===== src/rtl/array_deser_if.sv =====
// array_deser_if: element input and vector output handshakes of the deserializer
interface array_deser_if #(
  parameter int LANES = 3,
  parameter int WIDTH = 1
);
  logic in_valid;
  logic in_ready;
  logic [WIDTH-1:0] in_data;
  logic out_valid;
  logic out_ready;
  logic [WIDTH-1:0] out_data [LANES-1:0];
  modport master (
    output in_valid, in_data, out_ready,
    input  in_ready, out_valid, out_data
  );
  modport slave (
    input  in_valid, in_data, out_ready,
    output in_ready, out_valid, out_data
  );
endinterface


===== src/rtl/array_deser.sv =====
// array_deser: assembles LANES serial elements into an unpacked array behind a valid/ready output
module array_deser #(
  parameter int LANES = 3,
  parameter int WIDTH = 1
) (
  input  logic clk,
  input  logic rst_n,
  input  logic flush,
  array_deser_if.slave bus
);
  localparam int IW = $clog2(LANES);
  typedef enum logic {FILL, HOLD} state_t;
  state_t state, state_nx;
  logic [IW-1:0] idx, idx_nx;
  logic [WIDTH-1:0] asm_data [LANES-1:0];
  logic [WIDTH-1:0] out_nx [LANES-1:0];
  logic accept, drain, out_free, last, direct, from_hold, load, asm_we;
  assign bus.in_ready = rst_n && state == FILL;
  always_comb begin
    accept    = bus.in_valid && bus.in_ready;
    drain     = bus.out_valid && bus.out_ready;
    out_free  = !bus.out_valid || drain;
    last      = idx == IW'(LANES - 1);
    // the closing element can bypass the assembly buffer straight into the output register
    direct    = !flush && accept && last && out_free;
    from_hold = !flush && state == HOLD && out_free;
    load      = direct || from_hold;
    asm_we    = !flush && accept && !direct;
    state_nx  = flush ? FILL
              : (accept && last && !out_free) ? HOLD
              : from_hold ? FILL
              : state;
    idx_nx    = (flush || load) ? '0 : (accept && !last) ? idx + IW'(1) : idx;
    out_nx    = asm_data;
    out_nx[LANES-1] = direct ? bus.in_data : asm_data[LANES-1];
  end
  always_ff @(posedge clk) begin
    if (!rst_n) begin
      state         <= FILL;
      idx           <= '0;
      asm_data      <= '{default: '0};
      bus.out_data  <= '{default: '0};
      bus.out_valid <= 1'b0;
    end else begin
      state <= state_nx;
      idx   <= idx_nx;
      if (asm_we) asm_data[idx] <= bus.in_data;
      if (load) begin
        bus.out_data  <= out_nx;
        bus.out_valid <= 1'b1;
      end else if (drain) begin
        bus.out_valid <= 1'b0;
      end
    end
  end
endmodule


===== src/flat_wrapper.sv =====
// flat-port wrapper written by rule: the top's interface ports become plain ports
module array_deser_flat 
#(
  parameter int LANES = 3,
  parameter int WIDTH = 1
)
  (clk, rst_n, flush, bus_in_valid, bus_in_data, bus_out_ready, bus_in_ready, bus_out_valid, bus_out_data);
  array_deser_if #(.LANES(LANES), .WIDTH(WIDTH)) bus_i ();
  input  logic clk;
  input  logic rst_n;
  input  logic flush;
  input wire logic [$bits(bus_i.in_valid)-1:0] bus_in_valid;
  input wire logic [$bits(bus_i.in_data)-1:0] bus_in_data;
  input wire logic [$bits(bus_i.out_ready)-1:0] bus_out_ready;
  output wire logic [$bits(bus_i.in_ready)-1:0] bus_in_ready;
  output wire logic [$bits(bus_i.out_valid)-1:0] bus_out_valid;
  output wire logic [$bits(bus_i.out_data)-1:0] bus_out_data;
  assign bus_i.in_valid = bus_in_valid;
  assign bus_i.in_data = bus_in_data;
  assign bus_i.out_ready = bus_out_ready;
  assign bus_in_ready = bus_i.in_ready;
  assign bus_out_valid = bus_i.out_valid;
  assign bus_out_data = {>>{bus_i.out_data}};
  array_deser #(.LANES(LANES), .WIDTH(WIDTH)) u_core (.clk(clk), .rst_n(rst_n), .flush(flush), .bus(bus_i));
endmodule

===== config.mk =====
export PLATFORM = sky130hd
export DESIGN_NAME = array_deser_flat
export DESIGN_NICKNAME = d
export VERILOG_FILES = /design/src/rtl/array_deser_if.sv /design/src/rtl/array_deser.sv /design/src/flat_wrapper.sv
export SDC_FILE = /design/constraint.sdc
export NUM_CORES = 1
export LEC_CHECK = 0
export ABC_AREA = 1
export CORE_AREA = 2 2 39 41
export CTS_CLUSTER_SIZE = 40
export DETAILED_ROUTE_END_ITERATION = 8
export DIE_AREA = 0 0 41 43
export PLACE_DENSITY = 0.72
export SLEW_MARGIN = 20
export SYNTH_ARGS = -nofsm -noshare
export SYNTH_HDL_FRONTEND = slang
export SYNTH_SLANG_ARGS = --single-unit

===== constraint.sdc =====
create_clock -name clk -period 3.4 [get_ports clk]
set_input_delay 0.51 -clock clk [delete_from_list [all_inputs] [get_ports clk]]
set_output_delay 0.51 -clock clk [all_outputs]
set_load 0.01 [all_outputs]

==> reports/qor.csv <==
metric,value,unit
result of the run,finished clean,
Int Power,193,uW
sequential area share after synthesis,0.387,
number of clock buffers inserted by TritonCTS,3,
Via density,4.70,
net switching power,58.5,uW
Syn Area/Cell,7.28,um2
crit path cell chain,clkdlybuf4s50_1 -> inv_1 -> nor2_1 -> clkdlybuf4s50_1,
number of antenna violations at the first check in global routing,0,
share of power burned in registers,0.472,
count of nets left with antenna violations after detail routing,0,
post-synthesis instance area,517,um2
final max-slew violation count,0,
worst endpoint data arrival time,1.91,ns
Clock power frac,0.446,
number of buffer and inverter stages on the critical path,3,
remaining design rule violation count,0,
Antenna diodes,0,
dominant delay contributor by cell family on the critical path,buffers and inverters,
"Gates resized, CTS repair",0,
CTS hold repair buffers,0,
Site Rows,14,
overall fraction of global-route tracks in use,0.141,
top-level I/O count,11,
half-perimeter wire length after placement,746,um
post-CTS setup-driven buffer insertion count,0,
height of the chip,43,um
clock latency at the later pin of the worst-skew pair,0.28,ns
post-synthesis cell count,71,
number of nets in the layout,95,
floorplan core area,1380,um2
clock slew at reported path FFs,0.07,ns
final-layout setup total negative slack,0,ns
first-pass GRT wire length,1.60,mm
relative slew slack,0.813,
detailed-route wire length on metal 1,455,um
shortest period the worst path allows,2.42,ns
"Data required, critical path",2.89,ns
clock tree from TritonCTS,done,
Top Layer Used,met4,
Final Cycle Share,0.712,
share of power burned in combinational logic,0.082,
Worst path slowest cell,sky130_fd_sc_hd__clkdlybuf4s50_1,
met3 wirelength from detailed routing,41,um
Max Fanout on Critical Path,7,
maximum clock frequency,0.413,GHz
initial cell density of the core,0.373,
fraction of final layout cells sized beyond drive strength 1,0.0941,
setup repair after global routing missed its margin,no,
global route overflow,0,
first-pass iteration count of the detailed router,4,
Clock Tree Root,sky130_fd_sc_hd__clkbuf_4,
buffer levels on the longest clock path,2,
Post-Place Cell Area,637,um2
fraction of power spent switching nets,0.233,
#FFs+latches synth,10,
Netlist cell types,14,
syn nets,80,
# Max-Cap Violations,0,
H-tree Lvls,1,
worst min-delay path class,flip-flop to flip-flop,
total via count after detailed routing,475,
Setup Viol. Count Final,0,
final wirelength,984,um
power per cell area,374,nW/um2
slew at the pin closest to its max-slew limit,0.279,ns
final cell area excluding filler cells,673,um2
Die W,41,um
wire length per cell,9.74,um
DR iter-0 viols,4,
Total Die Area,1760,um2
vias in the first global route,398,
Fin. Hold Viols,0,
routability congestion estimate,0.751,
Layout Area Growth over Synthesis,30.3,%
crit-path max cell delay,0.55,ns
Crit Path Category,primary input to output pin,
cell seen most often among critical-path stages,sky130_fd_sc_hd__clkdlybuf4s50_1,
warning count from the yosys run,0,
crit path capture type,output pin,
maximum clock skew at final layout,0.00467,ns
Critical Path Start Type,primary input,
largest net degree at the start of global routing,9,
number of buffers added on ports,10,
number of clock sinks,10,
met2 wire len,442,um
LEAKAGE,0.000288,uW
Max rail drop VDD,0.231,mV
[sequential cells by signal (all words and copies together) (netlist names)]
register	flops
u_core.bus.out_data	3
u_core.idx	2
u_core.asm_data	3
u_core.bus.out_valid	1
u_core.state	1
[worst paths after layout]
path	cells past startpoint	startpoint	slack, ns	endpoint
setup / recovery	4	rst_n	0.98	bus_in_ready
hold / removal	2	u_core.asm_data[0]	0.47	u_core.asm_data[0]
setup reg to reg	7	u_core.idx[0]	2.07	u_core.idx[0]
hold reg to reg	2	u_core.asm_data[0]	0.47	u_core.asm_data[0]
[kinds of logic after synthesis]
kind of cell    after synthesis  share of synthesized area
simple gates                 37                      0.358
buf+inv                      12                     0.0872
flops                        10                      0.387
compound gates                8                     0.0775
fa+ha+maj                     3                     0.0726
xor+xnor                      1                     0.0170
[worst register-to-register path: stages, from the launching register on]
cell and delay (ns):
sky130_fd_sc_hd__dfxtp_1 0.37, sky130_fd_sc_hd__inv_1 0.07, sky130_fd_sc_hd__ha_1 0.22, sky130_fd_sc_hd__nand2_1 0.15
sky130_fd_sc_hd__inv_1 0.10, sky130_fd_sc_hd__nand2_4 0.11, sky130_fd_sc_hd__nand4_1 0.13, sky130_fd_sc_hd__nor2_1 0.12
[power groups by stage]
stage / clock network [uW] / registers (uW) / logic, uW
3_3_place_gp: 0 / 121 / 20.3
2_1_floorplan: 0 / 121 / 9.97
6_report: 112 / 119 / 20.7
3_5_place_dp: 0 / 121 / 20.6
4_1_cts: 113 / 119 / 20.8
5_1_grt: 118 / 119 / 23.0
[routing by layer]
metal	vias up	track usage
met1	203	0.172
met5	-	0
met3	4	0.0314
met2	9	0.188
li1	259	-
met4	0	0.140
[layout by cell type, fill, tap and decap left out]
cell,count
sky130_fd_sc_hd__nand2_1,14
sky130_fd_sc_hd__inv_1,12
sky130_fd_sc_hd__nand3_1,10
sky130_fd_sc_hd__clkdlybuf4s50_1,10
sky130_fd_sc_hd__dfxtp_1,10
sky130_fd_sc_hd__a21oi_1,7
sky130_fd_sc_hd__nor2_1,5
sky130_fd_sc_hd__nand4_1,4
sky130_fd_sc_hd__ha_1,3
sky130_fd_sc_hd__clkbuf_4,3
sky130_fd_sc_hd__nand3_2,1
sky130_fd_sc_hd__nor2_4,1
sky130_fd_sc_hd__nand2_4,1
sky130_fd_sc_hd__xor2_1,1
sky130_fd_sc_hd__o21ai_0,1
sky130_fd_sc_hd__nand2_2,1
sky130_fd_sc_hd__clkbuf_8,1
[area by class of cell]
class | instances | area [um2]
clock buffer | 4 | 36.3
inverter | 12 | 45.0
sequential | 10 | 200
fill | 143 | 711
timing repair buffer | 10 | 100
multi-input combinational | 49 | 272
tap | 16 | 20.0
[through the flow]
stage / util / setup slack (ns) / hold WS (ns) / power, uW / cells
final: 0.486 / 0.979 / 0.468 / 251 / 101
after global routing: 0.486 / 0.847 / 0.484 / 259 / 101
after floorplan: - / 2.11 / 0.439 / 131 / 71
after global placement: 0.460 / 1.00 / 0.453 / 142 / 97
after CTS: 0.486 / 0.981 / 0.468 / 253 / 101
after detailed placement: 0.460 / 0.982 / 0.458 / 142 / 97
[synth_stat cells]
master,number,area [um2]
sky130_fd_sc_hd__ha_1,3,37.5
sky130_fd_sc_hd__nand3_1,10,50.1
sky130_fd_sc_hd__o21ai_0,1,5.00
sky130_fd_sc_hd__xor2_1,1,8.76
sky130_fd_sc_hd__nand2_4,1,11.3
sky130_fd_sc_hd__nand4_1,4,25.0
sky130_fd_sc_hd__dfxtp_1,10,200
sky130_fd_sc_hd__inv_1,12,45.0
sky130_fd_sc_hd__nor2_1,5,18.8
sky130_fd_sc_hd__nand3_2,1,10.0
sky130_fd_sc_hd__nand2_1,14,52.6
sky130_fd_sc_hd__nor2_4,1,11.3
sky130_fd_sc_hd__a21oi_1,7,35.0
sky130_fd_sc_hd__nand2_2,1,6.26
Note: power is estimated with default switching activity, not from simulation.
